`config.mk`:
```
export PLATFORM = sky130hd
export DESIGN_NAME = jk_excite_driver_flat
export DESIGN_NICKNAME = d
export VERILOG_FILES = /design/src/rtl/jk_excite_driver_if.sv /design/src/rtl/jk_excite_driver.sv /design/src/flat_wrapper.sv
export SDC_FILE = /design/constraint.sdc
export NUM_CORES = 1
export LEC_CHECK = 0
export CORE_AREA = 2 2 90 49
export DETAILED_ROUTE_END_ITERATION = 8
export DIE_AREA = 0 0 92 51
export PLACE_DENSITY = 0.59
export SYNTH_ARGS = -nofsm -noshare
export SYNTH_HDL_FRONTEND = slang
export SYNTH_SLANG_ARGS = --single-unit
```
`constraint.sdc`:
```
create_clock -name clk -period 1.45 [get_ports clk]
set_input_delay 0.29 -clock clk [delete_from_list [all_inputs] [get_ports clk]]
set_output_delay 0.29 -clock clk [all_outputs]
set_load 0.02 [all_outputs]
```
`src/rtl/jk_excite_driver_if.sv`:
```
// Handshake and JK-bank signal bundle for jk_excite_driver.
// master: the requester and bank side. slave: the driver.
interface jk_excite_driver_if #(
  parameter int unsigned WIDTH = 8
) ();

  logic             in_valid;
  logic             in_ready;
  logic [WIDTH-1:0] in_data;
  logic [WIDTH-1:0] q_fb;
  logic [WIDTH-1:0] j_out;
  logic [WIDTH-1:0] k_out;
  logic             busy;
  logic             done;
  logic             err;
  logic [1:0]       retry_cnt;

  modport master (
    output in_valid,
    output in_data,
    output q_fb,
    input  in_ready,
    input  j_out,
    input  k_out,
    input  busy,
    input  done,
    input  err,
    input  retry_cnt
  );

  modport slave (
    input  in_valid,
    input  in_data,
    input  q_fb,
    output in_ready,
    output j_out,
    output k_out,
    output busy,
    output done,
    output err,
    output retry_cnt
  );

endinterface

```
`src/rtl/jk_excite_driver.sv`:
```
// Drives an external JK flip-flop bank to a target word, checking the fed-back Q and
// re-driving up to MAX_RETRY times. Define JK_TOGGLE_OPT_EN for toggle (J=K=1) coding.
module jk_excite_driver #(
  parameter int unsigned WIDTH     = 8,
  parameter int unsigned MAX_RETRY = 3
) (
  input logic              clk,
  input logic              reset,
  jk_excite_driver_if.slave bus
);

  typedef enum logic [1:0] {
    StIdle,
    StDrive,
    StCheck
  } state_e;

  // retry_cnt is a 2-bit port, so larger limits cannot be reported
  if (MAX_RETRY > 3) begin : g_bad_retry
    $error("MAX_RETRY must fit in the 2-bit retry_cnt port");
  end

  localparam logic [1:0] MaxRetryL = 2'(MAX_RETRY);

  state_e           r_state;
  state_e           w_state_next;
  logic [WIDTH-1:0] r_target;
  logic [WIDTH-1:0] w_target_next;
  logic [1:0]       r_retry;
  logic [1:0]       w_retry_next;
  logic             r_done;
  logic             w_done_next;
  logic             r_err;
  logic             w_err_next;
  logic [WIDTH-1:0] w_j;
  logic [WIDTH-1:0] w_k;
  logic             w_match;

  assign w_match = (bus.q_fb == r_target);

  always_ff @(posedge clk) begin
    if (reset) begin
      r_state  <= StIdle;
      r_target <= '0;
      r_retry  <= '0;
      r_done   <= 1'b0;
      r_err    <= 1'b0;
    end else begin
      r_state  <= w_state_next;
      r_target <= w_target_next;
      r_retry  <= w_retry_next;
      r_done   <= w_done_next;
      r_err    <= w_err_next;
    end
  end

  always_comb begin
    w_state_next  = r_state;
    w_target_next = r_target;
    w_retry_next  = r_retry;
    w_done_next   = 1'b0;
    w_err_next    = 1'b0;
    unique case (r_state)
      StIdle: begin
        if (bus.in_valid) begin
          w_target_next = bus.in_data;
          w_retry_next  = '0;
          w_state_next  = StDrive;
        end
      end
      StDrive: begin
        w_state_next = StCheck;
      end
      StCheck: begin
        if (w_match) begin
          w_state_next = StIdle;
          w_done_next  = 1'b1;
        end else if (r_retry < MaxRetryL) begin
          w_retry_next = r_retry + 2'd1;
          w_state_next = StDrive;
        end else begin
          w_state_next = StIdle;
          w_err_next   = 1'b1;
        end
      end
      default: begin
        w_state_next = StIdle;
      end
    endcase
  end

  // Excitation is only presented during DRIVE; zeros elsewhere make the bank hold.
  always_comb begin
    w_j = '0;
    w_k = '0;
    if (r_state == StDrive) begin
`ifdef JK_TOGGLE_OPT_EN
      w_j = r_target ^ bus.q_fb;
      w_k = r_target ^ bus.q_fb;
`else
      w_j = r_target & ~bus.q_fb;
      w_k = ~r_target & bus.q_fb;
`endif
    end
  end

  assign bus.in_ready  = (r_state == StIdle);
  assign bus.busy      = (r_state != StIdle);
  assign bus.j_out     = w_j;
  assign bus.k_out     = w_k;
  assign bus.done      = r_done;
  assign bus.err       = r_err;
  assign bus.retry_cnt = r_retry;

  a_done_err_excl: assert property (@(posedge clk) !(r_done && r_err));
`ifndef JK_TOGGLE_OPT_EN
  a_no_toggle: assert property (@(posedge clk) (w_j & w_k) == '0);
`endif

endmodule

```
`src/flat_wrapper.sv`:
```
// flat-port wrapper written by rule: the top's interface ports become plain ports
module jk_excite_driver_flat 
#(
  parameter int unsigned WIDTH     = 8,
  parameter int unsigned MAX_RETRY = 3
)
  (clk, reset, bus_in_valid, bus_in_data, bus_q_fb, bus_in_ready, bus_j_out, bus_k_out, bus_busy, bus_done, bus_err, bus_retry_cnt);
  jk_excite_driver_if #(.WIDTH(WIDTH)) bus_i ();
  input logic clk;
  input logic reset;
  input wire logic [$bits(bus_i.in_valid)-1:0] bus_in_valid;
  input wire logic [$bits(bus_i.in_data)-1:0] bus_in_data;
  input wire logic [$bits(bus_i.q_fb)-1:0] bus_q_fb;
  output wire logic [$bits(bus_i.in_ready)-1:0] bus_in_ready;
  output wire logic [$bits(bus_i.j_out)-1:0] bus_j_out;
  output wire logic [$bits(bus_i.k_out)-1:0] bus_k_out;
  output wire logic [$bits(bus_i.busy)-1:0] bus_busy;
  output wire logic [$bits(bus_i.done)-1:0] bus_done;
  output wire logic [$bits(bus_i.err)-1:0] bus_err;
  output wire logic [$bits(bus_i.retry_cnt)-1:0] bus_retry_cnt;
  assign bus_i.in_valid = bus_in_valid;
  assign bus_i.in_data = bus_in_data;
  assign bus_i.q_fb = bus_q_fb;
  assign bus_in_ready = bus_i.in_ready;
  assign bus_j_out = bus_i.j_out;
  assign bus_k_out = bus_i.k_out;
  assign bus_busy = bus_i.busy;
  assign bus_done = bus_i.done;
  assign bus_err = bus_i.err;
  assign bus_retry_cnt = bus_i.retry_cnt;
  jk_excite_driver #(.WIDTH(WIDTH), .MAX_RETRY(MAX_RETRY)) u_core (.clk(clk), .reset(reset), .bus(bus_i));
endmodule
```
==> out/summary.md <==
Logic synthesis
* **Synth Net Count** 147
* **sequential-to-total area share from yosys stat** 29.9%
* **number of flip-flops and latches in the synthesized netlist** 14
* **Synth Warn #** 0
* **post-synthesis instance total** 111
* **post-synthesis cell type with the largest combined area** dfxtp_1
* **mean post-synth cell area** 8.45 µm²
* **number of distinct library cell variants in the gate-level netlist after synthesis** 23
* **Synth async-reset ratio** 0%
* **share of the synthesized area in the top cell type** 29.9%
* **netlist area before placement** 938 µm²
* **count of flip-flops with a built-in enable after synthesis** 0
* **most area-consuming cells after synthesis** dfxtp_1, ha_1, and2_1, inv_1, nand2_1
* **dominant register cell in the synthesized netlist** dfxtp_1

CTS
* **Skew-Pair Late Insertion Delay** 0.24 ns
* **clock sinks** 14
* **htree depth** 1
* **clock tree from TritonCTS** done
* **CTS root buf** clkbuf_8
* **count of hold-fix buffers inserted at cts** 0
* **number of buffers created by CTS** 3
* **post-CTS clock slew at the launch and capture registers of the worst setup and hold paths** 0.06 ns
* **CTS max path bufs** 2
* **buffers inserted during post-CTS setup optimization** 0

STA
* **worst hold slack** 0.473 ns
* **transition at the pin with the smallest max-transition slack** 0.317 ns
* **slew margin rel.** 78.8%
* **final critical-path share of the clock period** 98.3%
* **worst path setup slack after routing** 0.0240 ns
* **upper clock frequency limit** 0.701 GHz
* **final clock skew** 0.000876 ns
* **RSZ-0062 raised after global routing** yes
* **clock period minus final worst setup slack** 1.43 ns
* **total count of hold-check failures in the final report** 0
* **max-slew violation total from the final report** 0
* **final number of setup-violating endpoints** 0

Routing
* **number of vias after detailed routing** 872
* **routed length per instance** 11.4 µm
* **detailed-route vias per instance** 3.96
* **remaining number of nets flagged by the antenna check after routing** 0
* **drt first-iter violations** 12
* **Routed Wire Length** 2500 µm
* **Residual DRC** 0
* **length of the first detailed-routing pass in iterations** 4

Final layout
* **final core area utilization** 39.9%
* **diode insertion count for antenna repair** 0
* **layout cells sized above 1** 39.3%
* **final-stage net count** 200
* **P&R area growth vs syn** 71.7%

Setup path
* **critical path class** reg2out
* **Data required, critical path** 1.16 ns
* **delay of the slowest critical-path stage** 0.33 ns
* **critical path cell sequence** and2b_4 > and2_1 > buf_4
* **arrival time of the worst setup path** 1.14 ns
* **type of element capturing the critical path** primary output
* **Setup crit start kind** flip-flop
* **largest fanout of any net on the critical path** 8
* **Worst path slowest cell** dfxtp_2

Power
* **sequential share of power** 38.6%
* **overall power after layout** 1.11 mW
* **net switching power** 0.293 mW
* **internal power** 0.814 mW
* **leakage dissipation** 0.792 nW
* **portion of total power attributed to the clock network** 33.8%
* **peak ir drop on the vdd network** 0.000258 V
* **power density normalized to cell area** 687 nW/µm²
* **Switching Share** 26.5%
* **combinational share of power** 27.6%

Placed design
* **Final Wtd Congestion** 0.695
* **half-perimeter wire length after detailed placement** 1830 µm
* **post-placement setup slack** -0.530 ns
* **port buffer count** 40

Job
* **reported max-cap violation count** 0

Floorplanning
* **Ports** 41
* **full die area** 4690 µm²
* **vertical extent of the die** 51 µm
* **effective utilization at floorplan** 23.2%
* **DIE WIDTH** 92 µm
* **Floorplan Core Area** 4040 µm²
* **row cnt** 17

Global routing
* **largest net degree at the start of global routing** 18
* **first-pass GRT wire length** 3550 µm
* **global-route congestion overflow total** 0
* **via count of the first global-routing pass** 807
* **Global Route Usage Sum** 9.90%
* **number of antenna violations at the first check in global routing** 0

Outcome
* **status** finished, final reports clean

Hold path
* **min-delay worst type** reg2reg

cell families after synthesis:
kind of cell | synth area share [%]
compound gates | 5.73
fa+ha+maj | 22.7
simple gates | 30.1
buf+inv | 8.93
mux | 2.67
flops | 29.9
metal layers:
metal	wire [µm]	vias up	share of wire, %	track usage, %
li1	-	453	-	-
met1	1270	391	51	13.1
met2	1050	28	42	14.6
met3	175	0	7.0	4.72
met4	0	0	0	2.24
met5	0	-	0	0
synth_stat cells, types with 2 or more instances:
cell and count:
dfxtp_1 14, ha_1 17, nor2b_1 2, or2_2 2, and2_1 16, nand4_1 2
inv_1 17, a21oi_1 9, nor3b_1 2, nand2_1 17
path summary, 6_finish.rpt:
kind / slack [ns] / cells after the start / endpoint / startpoint
setup / recovery: 0.02 / 3 / bus_k_out[5] / u_core.r_state[1]
hold / removal: 0.47 / 2 / u_core.r_target[4] / u_core.r_target[4]
setup reg to reg: 0.04 / 4 / u_core.bus.retry_cnt[0] / u_core.r_target[7]
hold reg to reg: 0.47 / 2 / u_core.r_target[4] / u_core.r_target[4]
state kept, by name, indices dropped and copies added (netlist names):
| signal | count |
|---|---|
| u_core.bus.err | 1 |
| u_core.r_target | 8 |
| u_core.bus.retry_cnt | 2 |
| u_core.bus.done | 1 |
| u_core.r_state | 2 |
power groups by stage:
stage,logic [mW],clock network [mW],registers [mW]
final,0.306,0.374,0.427
after global placement,0.273,0,0.426
after detailed placement,0.279,0,0.428
after floorplan,0.130,0,0.429
after global routing,0.338,0.405,0.430
after CTS,0.274,0.394,0.421
repair_timing:
action,4_1_cts,5_1_grt
resized for setup,106,40
pin swaps,5,6
endpoints found under the setup margin,25,21
gates cloned,0,2
cells in the final DEF, fill, tap and decap left out, drive strengths merged, types with 2 or more instances in the layout:
cell type,synthesis,routed
dlymetal6s2s,0,2
ha,17,17
buf,1,27
a21oi,9,9
nor3b,4,4
dlygate4sd2,0,9
inv,17,17
nand2,17,17
nand4,2,2
clkbuf,2,4
dfxtp,14,14
and2b,1,3
and2,16,16
clkdlybuf4s50,0,10
or2,2,2
nor2b,2,2
worst max-delay path, delay by kind of cell, from the launching register on:
kind	cells	cell delay [ns]
flops	1	0.33
simple gates	2	0.43
buf+inv	1	0.13
stage by stage:
step	setup TNS, ns	cell area (µm²)	cells
2_1_floorplan	0	938	111
3_3_place_gp	-10.72	1460	214
3_5_place_dp	-11.01	1460	214
4_1_cts	-0.498	1480	218
5_1_grt	-0.231	1610	220
6_report	0	1610	220
cell type report:
class,count,area (µm²)
Multi-Input combinational cell,79,662
Clock buffer,4,55.1
Tap cell,57,71.3
Timing Repair Buffer,49,470
Inverter,17,63.8
Sequential cell,14,289
Fill cell,407,2430
Power figures use the tool's default switching activity.
==> edit: new RTL, same settings <==
`WIDTH` is set to 8 in 3 places; all go to 7.
--- a/src/rtl/jk_excite_driver_if.sv
+++ b/src/rtl/jk_excite_driver_if.sv
@@ -2,5 +2,5 @@
 // master: the requester and bank side. slave: the driver.
 interface jk_excite_driver_if #(
-  parameter int unsigned WIDTH = 8
+  parameter int unsigned WIDTH = 7
 ) ();
 
--- a/src/rtl/jk_excite_driver.sv
+++ b/src/rtl/jk_excite_driver.sv
@@ -2,5 +2,5 @@
 // re-driving up to MAX_RETRY times. Define JK_TOGGLE_OPT_EN for toggle (J=K=1) coding.
 module jk_excite_driver #(
-  parameter int unsigned WIDTH     = 8,
+  parameter int unsigned WIDTH     = 7,
   parameter int unsigned MAX_RETRY = 3
 ) (
--- a/src/flat_wrapper.sv
+++ b/src/flat_wrapper.sv
@@ -2,5 +2,5 @@
 module jk_excite_driver_flat 
 #(
-  parameter int unsigned WIDTH     = 8,
+  parameter int unsigned WIDTH     = 7,
   parameter int unsigned MAX_RETRY = 3
 )
Ports: changed (resized bus_in_data, bus_j_out, bus_k_out and bus_q_fb); port bits go from 41 to 37. No check against the original RTL was run, so the function may have changed too.
==> edit against the original RTL <==
- the flow now finishes with violations (setup timing)
- total power decreased by 8.3%
- synthesized area decreased by 10%
- critical path depth increased by 1
- maximum frequency decreased by 6.9%
- worst setup slack got worse by 0.11 ns
- routed wire length decreased by 6.4%
- sequential share of layout area decreased by 0.33 points
- final cell count decreased by 7.3%
- sequential cell count decreased by 1
- cell area decreased by 2.6%
- critical path type unchanged
- critical endpoint is now bus_j_out[5]
- largest cell class unchanged
==> edit: results (changes against the original RTL) <==
<table>
<tr><th>Metric</th><th>Value</th></tr>
<tr><th colspan="2">Status</th></tr>
<tr><td>Result of the run</td><td>complete, but fails checks</td></tr>
<tr><td>Failing checks</td><td>setup timing</td></tr>
<tr><th colspan="2">Routing</th></tr>
<tr><td>Post-DR vias/cell</td><td>3.81 (-3.9%)</td></tr>
<tr><td>Wire length after detailed routing</td><td>2340 um (-6.4%)</td></tr>
<tr><td>Violation count after the first detailed-routing iteration</td><td>21 (+9)</td></tr>
<tr><td>Number of search-and-repair iterations in the first detailed-routing pass</td><td>2 (-2)</td></tr>
<tr><th colspan="2">Logic synthesis</th></tr>
<tr><td>Commonest cells post-synth</td><td>16 x sky130_fd_sc_hd__inv_1, 15 x sky130_fd_sc_hd__ha_1, 14 x sky130_fd_sc_hd__and2_1, 13 x sky130_fd_sc_hd__dfxtp_1, 9 x sky130_fd_sc_hd__nor2_1</td></tr>
<tr><td>Leading post-synthesis cells by cell area</td><td>sky130_fd_sc_hd__dfxtp_1 31%, sky130_fd_sc_hd__ha_1 22%, sky130_fd_sc_hd__and2_1 10%, sky130_fd_sc_hd__mux2i_1 9.5%, sky130_fd_sc_hd__inv_1 7.1%</td></tr>
<tr><td>Syn avg cell area</td><td>9.04 um^2 (+6.9%)</td></tr>
<tr><td>Number of nets produced by synthesis</td><td>125 (-15%)</td></tr>
<tr><td>Number of library cell types mapped by synthesis</td><td>20 (-13%)</td></tr>
<tr><th colspan="2">Placed design</th></tr>
<tr><td># placed instances</td><td>193 (-9.8%)</td></tr>
<tr><td>Placement Cell Area</td><td>0.00136 mm^2 (-6.7%)</td></tr>
<tr><td>Placed wire-length estimate after detailed placement</td><td>1670 um (-8.8%)</td></tr>
<tr><th colspan="2">Worst setup path</th></tr>
<tr><td>Largest fanout on the critical path</td><td>7 (-1)</td></tr>
<tr><th colspan="2">Timing</th></tr>
<tr><td>Number of failing setup endpoints in the final timing report</td><td>11 (+11)</td></tr>
<tr><td>Final worst clock skew</td><td>0.00175 ns (+0.000873 ns)</td></tr>
<tr><td>Final Worst Setup Slack</td><td>-0.0817 ns (-0.106 ns)</td></tr>
<tr><th colspan="2">Power</th></tr>
<tr><td>Worst ir drop on vdd</td><td>0.211 mV (-18%)</td></tr>
<tr><th colspan="2">GRT</th></tr>
<tr><td>Total global routing track utilization</td><td>10.3% (+0.44 points)</td></tr>
<tr><td>First-pass GRT wire length</td><td>3590 um (+0.99%)</td></tr>
<tr><td>Largest net degree at the start of global routing</td><td>9 (-9)</td></tr>
<tr><th colspan="2">Layout</th></tr>
<tr><td>Final #Nets</td><td>180 (-10%)</td></tr>
<tr><td>Share of cells above drive strength 1</td><td>44.9% (+5.6 points)</td></tr>
<tr><td>Max reg flops</td><td>7 (-1)</td></tr>
</table>
==> edit: cell count changes in the layout (fill, tap and decap cells not counted), sizes merged, moves of 4 or more <==
| cell | delta |
|---|---|
| buf | +4 |
| mux2i | +7 |
| nor2 | +8 |
| nand2 | -16 |
| a21oi | -8 |
==> edit: power by group <==
group	total, W	switching [W]	leakage (nW)	internal [W]
combinational	0.000303	0.000135	0.647	0.000168
sequential	0.000393	0.0000177	0.110	0.000375
clock	0.000320	0.000126	0.0228	0.000194
==> edit: kinds of logic (layout without fill, tap and decap cells) <==
group                    count (synthesis)  in the layout  share of synthesized area (%)
AO/OA/AOI/OAI                            2              2                           1.79
buffers and inverters                   19             72                           8.63
AND/OR/NAND/NOR                         35             36                           25.0
flip-flops                              13             13                           31.0
multiplexers                             9              9                           11.3
adder cells (fa/ha/maj)                 15             15                           22.3
==> edit: final cells by class <==
class	instances	area [um^2]	share of cell area, %
multi-input combinational	62	617	39.3
timing repair buffer	52	500	31.9
sequential	13	277	17.6
tap	57	71.3	4.54
inverter	16	60.1	3.82
clock buffer	4	45.0	2.87
==> edit: path summary, 6_finish.rpt <==
path | startpoint | endpoint | slack, ns | depth (start not counted)
setup / recovery | u_core.r_state[1] | bus_j_out[5] | -0.08 | 4
hold / removal | u_core.r_target[3] | u_core.r_target[3] | 0.52 | 2
setup reg to reg | u_core.bus.retry_cnt[1] | u_core.bus.retry_cnt[0] | -0.06 | 4
hold reg to reg | u_core.r_target[3] | u_core.r_target[3] | 0.52 | 2
==> edit: through the flow <==
stage,util (%),hold slack (ns),TNS [ns]
floorplan,-,0.437,-0.0521
global placement,33.7,0.504,-9.15
detailed placement,33.7,0.516,-9.40
CTS,36.3,0.528,-0.948
global route,38.9,0.550,-1.42
finish,38.9,0.520,-0.750
==> edit: critical path, cell delays in order, from the launching register on <==
cell and delay [ns]:
sky130_fd_sc_hd__dfxtp_2 0.32, sky130_fd_sc_hd__buf_6 0.10, sky130_fd_sc_hd__and2b_4 0.30, sky130_fd_sc_hd__and2_4 0.16, sky130_fd_sc_hd__buf_6 0.11
==> edit: timing repair <==
item / in CTS / in global routing
pin swaps: 11 / 13
setup endpoints to repair: 23 / 21
gates cloned: 1 / 0
setup buffers: 4 / 2
resized for setup: 107 / 27
==> edit: layer usage <==
| metal | vias up | GRT usage, % | share of wire, % |
|---|---|---|---|
| met5 | - | 0 | 0 |
| met4 | 0 | 2.24 | 0.34 |
| met3 | 2 | 5.46 | 7.2 |
| met2 | 21 | 15.8 | 43 |
| met1 | 351 | 13.0 | 49 |
| li1 | 403 | - | - |
